## config.mk

```make
export PLATFORM = sky130hd
export DESIGN_NAME = fifo_stream_reader
export DESIGN_NICKNAME = d
export VERILOG_FILES = /design/src/rtl/fifo_stream_reader.sv
export SDC_FILE = /design/constraint.sdc
export NUM_CORES = 1
export LEC_CHECK = 0
export CAP_MARGIN = 20
export CORE_AREA = 5 5 67 69
export DETAILED_ROUTE_END_ITERATION = 6
export DIE_AREA = 0 0 72 74
export PLACE_DENSITY = 0.86
export SLEW_MARGIN = 40
export SYNTH_ARGS = -nofsm -noshare
export SYNTH_HDL_FRONTEND = slang
export SYNTH_SLANG_ARGS = --single-unit
```

## constraint.sdc

```tcl
create_clock -name clk -period 3.3 [get_ports clk]
set_clock_uncertainty 0.1 [all_clocks]
set_input_delay 0.66 -clock clk [delete_from_list [all_inputs] [get_ports clk]]
set_output_delay 0.66 -clock clk [all_outputs]
set_load 0.05 [all_outputs]
```

## src/rtl/fifo_stream_reader.sv

```systemverilog
// Pulls words out of a synchronous FIFO and presents them as a valid/ready stream.
// A 2-entry skid buffer absorbs the FIFO's one-cycle read latency, so the stream can move one word per cycle.
module fifo_stream_reader #(
  parameter int WIDTH = 8
) (
  input  logic             clk,
  input  logic             rst,
  input  logic             enable,
  input  logic             empty,
  input  logic [WIDTH-1:0] rd_data,
  input  logic             rd_error,
  output logic             rd_en,
  output logic             out_valid,
  output logic [WIDTH-1:0] out_data,
  input  logic             out_ready,
  output logic             busy,
  output logic             err_flag,
  output logic [15:0]      word_count
);

  typedef enum logic [1:0] {
    IDLE     = 2'd0,
    ACTIVE   = 2'd1,
    STOPPING = 2'd2
  } state_t;

  state_t                      state, state_nxt;
  logic [1:0]                  count;
  logic                        pend;
  logic [1:0][WIDTH-1:0]       slots;
  logic                        pop;
  logic                        append;
  logic                        drop;
  logic [2:0]                  occ_nxt;

  assign pop     = out_valid && out_ready;
  assign append  = pend && !rd_error;
  assign drop    = pend && rd_error;

  // Occupancy after this edge if nothing new is read; a read is only issued when a slot is guaranteed.
  assign occ_nxt = {1'b0, count} + {2'b00, pend} - {2'b00, pop};

  // Reads are gated by enable alone, not by state: the edge leaving IDLE already samples rd_en,
  // which gives the two-edge enable-to-data latency. STOPPING only exists with enable low.
  assign rd_en     = !rst && enable && !empty && (occ_nxt < 3'd2);
  assign out_valid = (count != 2'd0);
  assign out_data  = out_valid ? slots[0] : '0;
  assign busy      = (state != IDLE);

  always_ff @(posedge clk or posedge rst) begin
    if (rst) begin
      count      <= 2'd0;
      pend       <= 1'b0;
      slots      <= '0;
      err_flag   <= 1'b0;
      word_count <= 16'd0;
    end else begin
      pend <= rd_en;
      if (drop) err_flag <= 1'b1;
      if (pop)  word_count <= word_count + 16'd1;
      case ({pop, append})
        2'b10: begin
          slots[0] <= slots[1];
          count    <= count - 2'd1;
        end
        2'b01: begin
          if (count == 2'd0) slots[0] <= rd_data;
          else               slots[1] <= rd_data;
          count <= count + 2'd1;
        end
        2'b11: begin
          // head leaves, new word lands behind whatever remains
          if (count == 2'd1) begin
            slots[0] <= rd_data;
          end else begin
            slots[0] <= slots[1];
            slots[1] <= rd_data;
          end
        end
        default: ;
      endcase
    end
  end

  always_ff @(posedge clk or posedge rst) begin
    if (rst) state <= IDLE;
    else     state <= state_nxt;
  end

  always_comb begin
    state_nxt = state;
    case (state)
      IDLE: begin
        if (enable) state_nxt = ACTIVE;
      end
      ACTIVE: begin
        if (!enable) state_nxt = ((count != 2'd0) || pend) ? STOPPING : IDLE;
      end
      STOPPING: begin
        if (enable)                          state_nxt = ACTIVE;
        else if ((count == 2'd0) && !pend)   state_nxt = IDLE;
      end
      default: state_nxt = IDLE;
    endcase
  end

  a_occ_bound: assert property (@(posedge clk) disable iff (rst) ({1'b0, count} + {2'b00, pend}) <= 3'd2);
  a_no_rd_empty: assert property (@(posedge clk) disable iff (rst) !(rd_en && empty));

endmodule

```

==> results by group, run 1 <==
Synthesis
  • Synth unique cells: 35
  • Cell count after synthesis: 152
  • Ys flop type: dfrtp_1
  • Post-Syn Area: about 1800 um2
  • Top cells by area, synth: dfrtp_1, xnor2_1, mux2_2
  • Yosys Warn Count: 0
  • Synthesized net count: around 170
  • Area leader, netlist: dfrtp_1
  • Count leader, synth: dfrtp_1
  • Synthesized flop and latch total: 38
  • Register area share after synthesis: 0.5311
  • Post-synth top area share: 0.5311
  • Number of synthesized flops with an enable pin: 0
  • Synth top cells by count: dfrtp_1, nor2_1, xnor2_1
  • Asr flop ratio synth: 1.000
  • Syn avg cell area: 11.78 um2

Timing
  • Period utilization: 1.000
  • Fmax: 303.0 MHz
  • Final Hold Vio Count: 0
  • Relative slew slack: 0.6598
  • Crit path time final: 3301 ps
  • Worst-margin pin slew: between 500 and 600 ps
  • PnR worst setup slack: -0.5222 ps
  • Setup Total Neg Slack: -0.5222 ps
  • Pins Over Slew Limit: 0
  • RSZ-0062 raised after global routing: true
  • Final setup vio count: 1

Die
  • Die W: 72 um
  • Ports: 42
  • Core area: 3856 um2
  • Full die area: 5328 um2
  • Core Rows: 23
  • Die Ht: 74 um
  • Starting Density: 0.4643

Drt
  • WL final: 3.509 mm
  • First-pass DRT Iterations: 4
  • Wire per inst: 13.65 um
  • Via density per instance: 5.043
  • Initial drt markers: 62
  • Post-route DRC: 0
  • Vias: 1296
  • Antenna-violating nets left: 0

Run
  • Max Cap Viol: 0

Global routing
  • First-pass GRT wire length: roughly 6.2 mm
  • Initial antenna violation count: 0
  • Vias in the first global route: 1357
  • Largest net degree at the start of global routing: 39
  • Grt ovf: 0
  • GRT Total Usage: 0.1490

Layout
  • Diode count: 0
  • Fin cells: 257
  • Post-layout util: 0.6554
  • NumNets Final: 227
  • Area Overhead vs Synth: 41.16%
  • Share of cells above drive strength 1: 0.2174
  • Fillers: about 300

Clock tree
  • Hold-fix buffers at CTS: 0
  • Root Buffer: clkbuf_8
  • CTS Buf Count: 5
  • H-Tree Depth: 2
  • Buffer depth of the longest clock path: 2
  • Worst-Skew Late Latency: 290 ps
  • Clock sinks: 38
  • TritonCTS clock tree: built
  • Reg clk slew, reported paths: 70 ps

Worst setup path
  • Startpoint Class: flop
  • Buf/Inv on CP: 2
  • Worst Setup End Kind: primary output
  • R2r worst-path depth: 10
  • RR Startpoint: count[0]
  • Crit-path max FO: 3
  • CP max stage delay: 560 ps
  • Worst Setup EP: rd_en
  • Largest delay share family, worst path: adder cells
  • R2r setup slk: between 800 and 900 ps
  • Cell count along the critical path: 9
  • Crit path from: count[0]
  • Crit path kind: flop to primary output
  • Worst-path cell chain: inv_2 > ha_4 > nor2b_4 > ha_4 > nand2b_4 > fa_2 > nand2_2 > nor4_4 > buf_12
  • CP required: approximately 2500 ps
  • RR Endpoint: pend
  • Cell repeated most along the worst path: ha_4
  • Arrival @ worst endpoint: 2540 ps
  • CP max-delay cell: fa_2

Power
  • Max VDD drop: 601.5 uV
  • Leak: about 1.1 nW
  • PwrDens: between 900 and 1000 nW/um2

Place
  • Routability congestion estimate: 0.6995
  • DP HPWL: around 2.6 mm
  • IO Port Bufs: between 40 and 50
  • Cell count after placement: 245

Min path
  • Worst hold path type: flop to flop

Run status
  • Failing checks: setup timing
  • Outcome: finished, violations left
repair_timing:
action / in CTS / in global routing
gates cloned: 0 / 0
endpoints found under the setup margin: 1 / 1
resized for setup: 5 / 7
pin swaps: 1 / 4
hold endpoints to repair: 0 / 0
buffers inserted: 2 / 2
state kept, by name, indices dropped and copies added, names as in the netlist:
| register | count |
|---|---|
| err_flag | 1 |
| state | 2 |
| pend | 1 |
| slots | 16 |
| word_count | 16 |
| count | 2 |
how the worst min path moves through the flow:
stage,startpoint,end,slack (ps),cells after the start
4_1_cts,state[0],state[1],360,1
3_3_place_gp,err_flag,err_flag,350,1
5_1_grt,state[0],state[1],380,1
6_report,state[0],state[1],360,1
3_5_place_dp,err_flag,err_flag,350,1
2_1_floorplan,state[0],state[1],330,1
cells by family (layout without fill, tap and decap cells):
family	after synthesis	in the layout	share of synthesized area
compound gates	18	18	0.08316
xor+xnor	18	18	0.08805
mux	10	10	0.06220
buf+inv	9	64	0.01956
flops	38	38	0.5311
simple gates	52	52	0.1628
fa+ha+maj	7	7	0.05311
per-stage QoR:
step	power, mW	hold WS (ps)	instance area, um2	setup slack (ps)
after CTS	2.409	361.3	2479	30.56
after global routing	2.588	381.8	2527	-142.0
after floorplan	1.534	331.2	1805	17.18
after global placement	1.863	352.3	2310	-201.7
after detailed placement	1.890	350.5	2310	-253.5
final	2.440	358.2	2527	-0.5222
cell type report:
cell class                 instances  area [um2]  share of cell area
clock buffer                       6       82.58             0.03267
clock inverter                     2       60.06             0.02376
inverter                           7       26.28             0.01040
multi-input combinational        105       864.6              0.3421
sequential                        38       950.9              0.3762
tap                               50       62.56             0.02475
timing repair buffer              49       480.5              0.1901
cell usage in the layout, fill, tap and decap left out, types with 2 or more instances in the layout:
master           instances
dfrtp_1                 38
bufinv_16                2
mux2_2                   9
ha_4                     2
and4_4                   2
a21o_1                   2
clkbuf_8                 6
nor2_2                   2
nor2_1                  17
buf_4                    8
inv_2                    2
xor2_1                   6
o21ai_0                  2
inv_1                    5
nand2_1                  4
a221oi_1                 8
clkdlybuf4s50_1         39
nand3_1                  3
nand4_1                  5
xnor2_1                 12
nor2b_1                  8
ha_1                     4
routing by layer:
layer / up-vias / GRT usage / part of all wire
met3: 7 / 0.03378 / 0.051
met1: 620 / 0.1878 / 0.45
met5: - / 0 / 0
met2: 31 / 0.2490 / 0.48
li1: 638 / - / -
met4: 0 / 0.06263 / 0.017
report_power, final:
group | internal, mW | switching, mW | total, mW
clock | 0.322 | 0.159 | 0.481
combinational | 0.487 | 0.736 | 1.22
sequential | 0.622 | 0.114 | 0.736
total | 1.43 | 1.01 | 2.44
(Power assumes the default switching activity.)
==> inputs of run 2 (changes only) <==
Settings changed: CORE_AREA 5 5 67 69 to 5 5 70 72, DIE_AREA 0 0 72 74 to 0 0 75 77, PLACE_DENSITY 0.86 to 0.83, SETUP_SLACK_MARGIN from default to 0.1.
Clock period 3.3 ns to 2.9 ns, I/O delays scaled along.
==> results by group, run 2 (synthesis gave the netlist of run 1 again) <==
Power
  • PwrDens: 1099 nW/um2
  • Max VDD drop: 457.5 uV
  • P_int: 1.636 mW
  • P_sw: 1.160 mW
  • Design Power: 2.797 mW
  • Sequential share of power: 0.299
  • Leak: 1.128 nW
  • Switching Fraction: 0.4149
  • Gate power share: 0.505
  • Clk pwr share: 0.196

Worst setup path
  • Buf/Inv on CP: 2
  • Largest delay share family, worst path: adder cells
  • CP max stage delay: about 490 ps
  • CP max-delay cell: fa_1
  • R2r setup slk: 630 ps
  • Worst Setup End Kind: primary output
  • Arrival @ worst endpoint: 2380 ps
  • Crit-path max FO: 3
  • Startpoint Class: input port
  • Crit path kind: input port to primary output
  • CP required: approximately 2200 ps
  • Worst-path cell chain: dlygate4sd2_1 > nor2b_4 > ha_4 > nand2b_4 > fa_1 > nand2_2 > nor4_4 > buf_12

Clock tree
  • Root Buffer: clkbuf_8
  • TritonCTS clock tree: built
  • Buffer depth of the longest clock path: 2
  • Clock sinks: 38
  • Reg clk slew, reported paths: 80 ps
  • Worst-Skew Late Latency: 280 ps
  • H-Tree Depth: 2
  • CTS Buf Count: 5

Layout
  • Top flop regs: slots (16), word_count (16)
  • Most frequent cells in the layout: dfrtp_1, clkdlybuf4s50_1, nor2_1
  • NumNets Final: 229
  • Area Overhead vs Synth: 42.07%
  • Share of cells above drive strength 1: 0.2201
  • Diode count: 0
  • Fin cells: 261

Global routing
  • Vias in the first global route: 1382
  • M2 GR Usage: 0.2352
  • GRT Total Usage: 0.1433
  • Grt ovf: 0
  • Largest net degree at the start of global routing: 39
  • First-pass GRT wire length: 6.389 mm
  • Grt peak-use layer: met2
  • Initial antenna violation count: 0
  • Met3 Usage GRT: 0.04052
  • GR Layer Usage met1: 0.1699

Drt
  • Antenna-violating nets left: 0
  • Initial drt markers: 55
  • Post-route DRC: 0
  • WL final: 3.663 mm
  • Via density per instance: 5.042
  • Vias: roughly 1300
  • Wire per inst: between 10 and 15 um
  • First-pass DRT Iterations: 4

Timing
  • PnR worst setup slack: -156.2 ps
  • Crit path time final: 3056 ps
  • Fmax: 327.2 MHz
  • Pins Over Slew Limit: 0
  • Final setup vio count: 1
  • Relative slew slack: 0.6516
  • RSZ-0062 raised after global routing: true
  • Setup Total Neg Slack: -156.2 ps
  • Final Hold Vio Count: 0
  • Worst-margin pin slew: 519.7 ps
  • Period utilization: 1.054

Die
  • Core area: 4234 um2
  • Full die area: about 5800 um2
  • Core Rows: 24
  • Starting Density: 0.4229
  • Die W: 75 um
  • Die Ht: 77 um
  • Ports: 42

Place
  • Routability congestion estimate: 0.7657
  • Setup slack at placement: -619.8 ps
  • DP HPWL: between 2 and 3 mm
  • IO Port Bufs: 41
  • Cell count after placement: 251

Run status
  • Failing checks: setup timing
  • Outcome: finished, violations left

Min path
  • Worst hold path type: flop to flop

Run
  • Max Cap Viol: 0
-- run 2: power groups by stage --
stage	registers, mW	logic, mW	clock network [mW]
detailed placement	0.844	1.39	0
global placement	0.831	1.36	0
CTS	0.836	1.43	0.559
finish	0.837	1.41	0.547
floorplan	1.00	0.776	0
global route	0.859	1.52	0.589
-- run 2: worst paths after layout --
path,startpoint,to,depth (start not counted)
max,out_ready,rd_en,8
min,err_flag,err_flag,1
max reg2reg,count[1],slots[2],11
min reg2reg,err_flag,err_flag,1
max in group asynchronous,rst,word_count[9],3
min in group asynchronous,rst,err_flag,3
-- run 2: through the flow --
stage / utilization / hold WS [ps] / cell area [um2]
floorplan: - / 331.2 / 1833
global placement: 0.5591 / 339.7 / 2367
detailed placement: 0.5591 / 347.1 / 2367
CTS: 0.5984 / 364.8 / 2534
global route: 0.6008 / 374.4 / 2544
finish: 0.6008 / 359.1 / 2544
-- run 2: what timing repair did --
item,in CTS,in global routing
setup endpoints to repair,1,2
gates resized for setup,6,1
hold buffers,0,0
buffers inserted,1,1
pin swaps,3,1
-- run 2: cell type report --
class	instances	area, um2
Sequential cell	38	950.9
Inverter	7	26.28
Clock buffer	6	82.58
Multi-Input combinational cell	105	862.1
Timing Repair Buffer	51	496.7
Clock inverter	2	60.06
Fill cell	367	1690
Tap cell	52	65.06
-- run 2: worst register-to-register path, cell delays in order, from the launching register on --
cell and delay (ps):
dfrtp_1 370, inv_2 60, ha_4 160, nor2b_4 140
buf_4 190, inv_1 50, ha_1 220, buf_4 150
a21oi_1 150, nor3_2 110, a221oi_1 370, nor2_1 70
-- run 2: routing by layer --
| layer | wire length, um | vias to the layer above |
|---|---|---|
| li1 | - | 640 |
| met1 | 1534 | 631 |
| met2 | 1841 | 34 |
| met3 | 186 | 11 |
| met4 | 100 | 0 |
| met5 | 0 | - |
==> inputs of run 3 (changes only) <==
Settings changed: CORE_AREA 5 5 70 72 to 5 5 66 68, DIE_AREA 0 0 75 77 to 0 0 71 73, DONT_BUFFER_PORTS from default to 1, PLACE_DENSITY 0.83 to 0.74.
Clock period 2.9 ns to 3.42 ns, I/O delays scaled along.
==> results by group, run 3 (synthesis gave the netlist of run 1 again) <==
Die
  • Core area: 3799 um2
  • Die W: 71 um
  • Full die area: 5183 um2
  • Core Rows: 23
  • Starting Density: 0.4713
  • Ports: 42
  • Die Ht: 73 um

Worst setup path
  • Crit path kind: flop to primary output
  • RR Startpoint: count[1]
  • Startpoint Class: flop
  • CP required: 2640 ps
  • Worst Setup End Kind: primary output
  • Crit-path max FO: 2
  • Arrival @ worst endpoint: roughly 2400 ps
  • Crit path from: count[1]

Global routing
  • Vias in the first global route: 1272
  • GRT Total Usage: 0.1570
  • First-pass GRT wire length: 6.279 mm
  • Initial antenna violation count: 0
  • Largest net degree at the start of global routing: 39
  • Grt ovf: 0

Layout
  • Most frequent cells in the layout: dfrtp_1, buf_4, nor2_1
  • Leading cell type in the layout, fill and taps excluded: dfrtp_1
  • Share of cells above drive strength 1: 0.3034
  • Design Area, Final: roughly 2200 um2
  • NumNets Final: between 150 and 200
  • Top flop regs: slots (16), word_count (16)
  • Area Overhead vs Synth: 20.41%
  • Fillers: 329
  • Diode count: 0

Timing
  • Period utilization: 0.9362
  • Crit path time final: 3202 ps
  • Pins Over Slew Limit: 0
  • Setup Total Neg Slack: 0 ps
  • Worst-margin pin slew: 610.9 ps
  • Final setup vio count: 0
  • Final Hold Vio Count: 0
  • Relative slew slack: 0.5927
  • RSZ-0062 raised after global routing: false
  • Fmax: 312.3 MHz

Min path
  • Worst hold path type: input port to asynchronous set/reset pin

Drt
  • Vias: 1211
  • Via density per instance: around 5.3
  • Wire per inst: 16.07 um
  • First-pass DRT Iterations: 5
  • Initial drt markers: 21
  • WL final: around 3.7 mm
  • Post-route DRC: 0
  • Antenna-violating nets left: 0

Power
  • Leak: 0.9856 nW
  • Max VDD drop: 474.8 uV
  • PwrDens: 980.1 nW/um2

Clock tree
  • H-Tree Depth: 2
  • TritonCTS clock tree: built
  • Root Buffer: clkbuf_8
  • Reg clk slew, reported paths: 70 ps
  • Buffer depth of the longest clock path: 2
  • CTS Buf Count: 5
  • Clock sinks: 38
  • Worst-Skew Late Latency: between 200 and 300 ps

Run status
  • Outcome: completed

Place
  • Placed cell area: 1962 um2
  • Routability congestion estimate: 0.7928
  • DP HPWL: approximately 2.7 mm
  • IO Port Bufs: 0

Run
  • Max Cap Viol: 0
[run 3: worst paths after layout]
kind | to | slack, ps | cells past startpoint
worst min register to register | state[1] | 360 | 1
worst max-delay path | rd_en | 220 | 9
worst min-delay path | slots[12] | 300 | 2
worst max register to register | slots[14] | 650 | 14
min in group clk | state[1] | 360 | 1
max in group asynchronous | slots[5] | 2600 | 2
[run 3: layout make-up]
| class | count | area, um2 | area share |
|---|---|---|---|
| flip-flops and latches | 38 | 950.9 | 0.4411 |
| clock buffers | 7 | 86.33 | 0.04005 |
| clock inverters | 1 | 5.005 | 0.002322 |
| repair buffers | 20 | 162.7 | 0.07545 |
| well taps | 50 | 62.56 | 0.02902 |
| multi-input cells | 105 | 862.1 | 0.3999 |
| inverters | 7 | 26.28 | 0.01219 |
[run 3: power by group]
part / switching (mW) / internal [mW] / leakage (nW)
Sequential: 0.264 / 0.597 / 0.485
Clock: 0.143 / 0.162 / 0.0482
Combinational: 0.563 / 0.384 / 0.452
[run 3: repair_timing]
item / in CTS / in global routing
hold buffers: 0 / 0
gates resized for setup: 7 / 2
pin swaps: 4 / 3
endpoints found under the setup margin: 1 / 1
setup buffers: 8 / 0
[run 3: critical path: stages, from the launching register on]
cell and delay (ps):
dfrtp_1 370, inv_2 60, ha_4 170, nor2b_4 140, ha_4 210, nand2b_4 130
fa_1 510, nand2_2 70, nor4_4 290, buf_12 180
[run 3: metal layers]
metal	wire [um]	track usage
met4	40	0.05637
met2	1963	0.2801
met5	0	0
met3	278	0.06474
met1	1382	0.1670
[run 3: per-stage QoR]
stage          setup slack [ps]  instances  power [mW]    util  hold WS, ps
2_1_floorplan             101.8        152       1.480       -        331.2
3_3_place_gp              361.7        212       1.663  0.5165        343.2
3_5_place_dp              303.8        212       1.706  0.5165        354.2
4_1_cts                   89.15        228       2.109  0.5629        308.6
5_1_grt                   106.1        228       2.253  0.5675        342.5
6_report                  218.3        228       2.113  0.5675        300.8
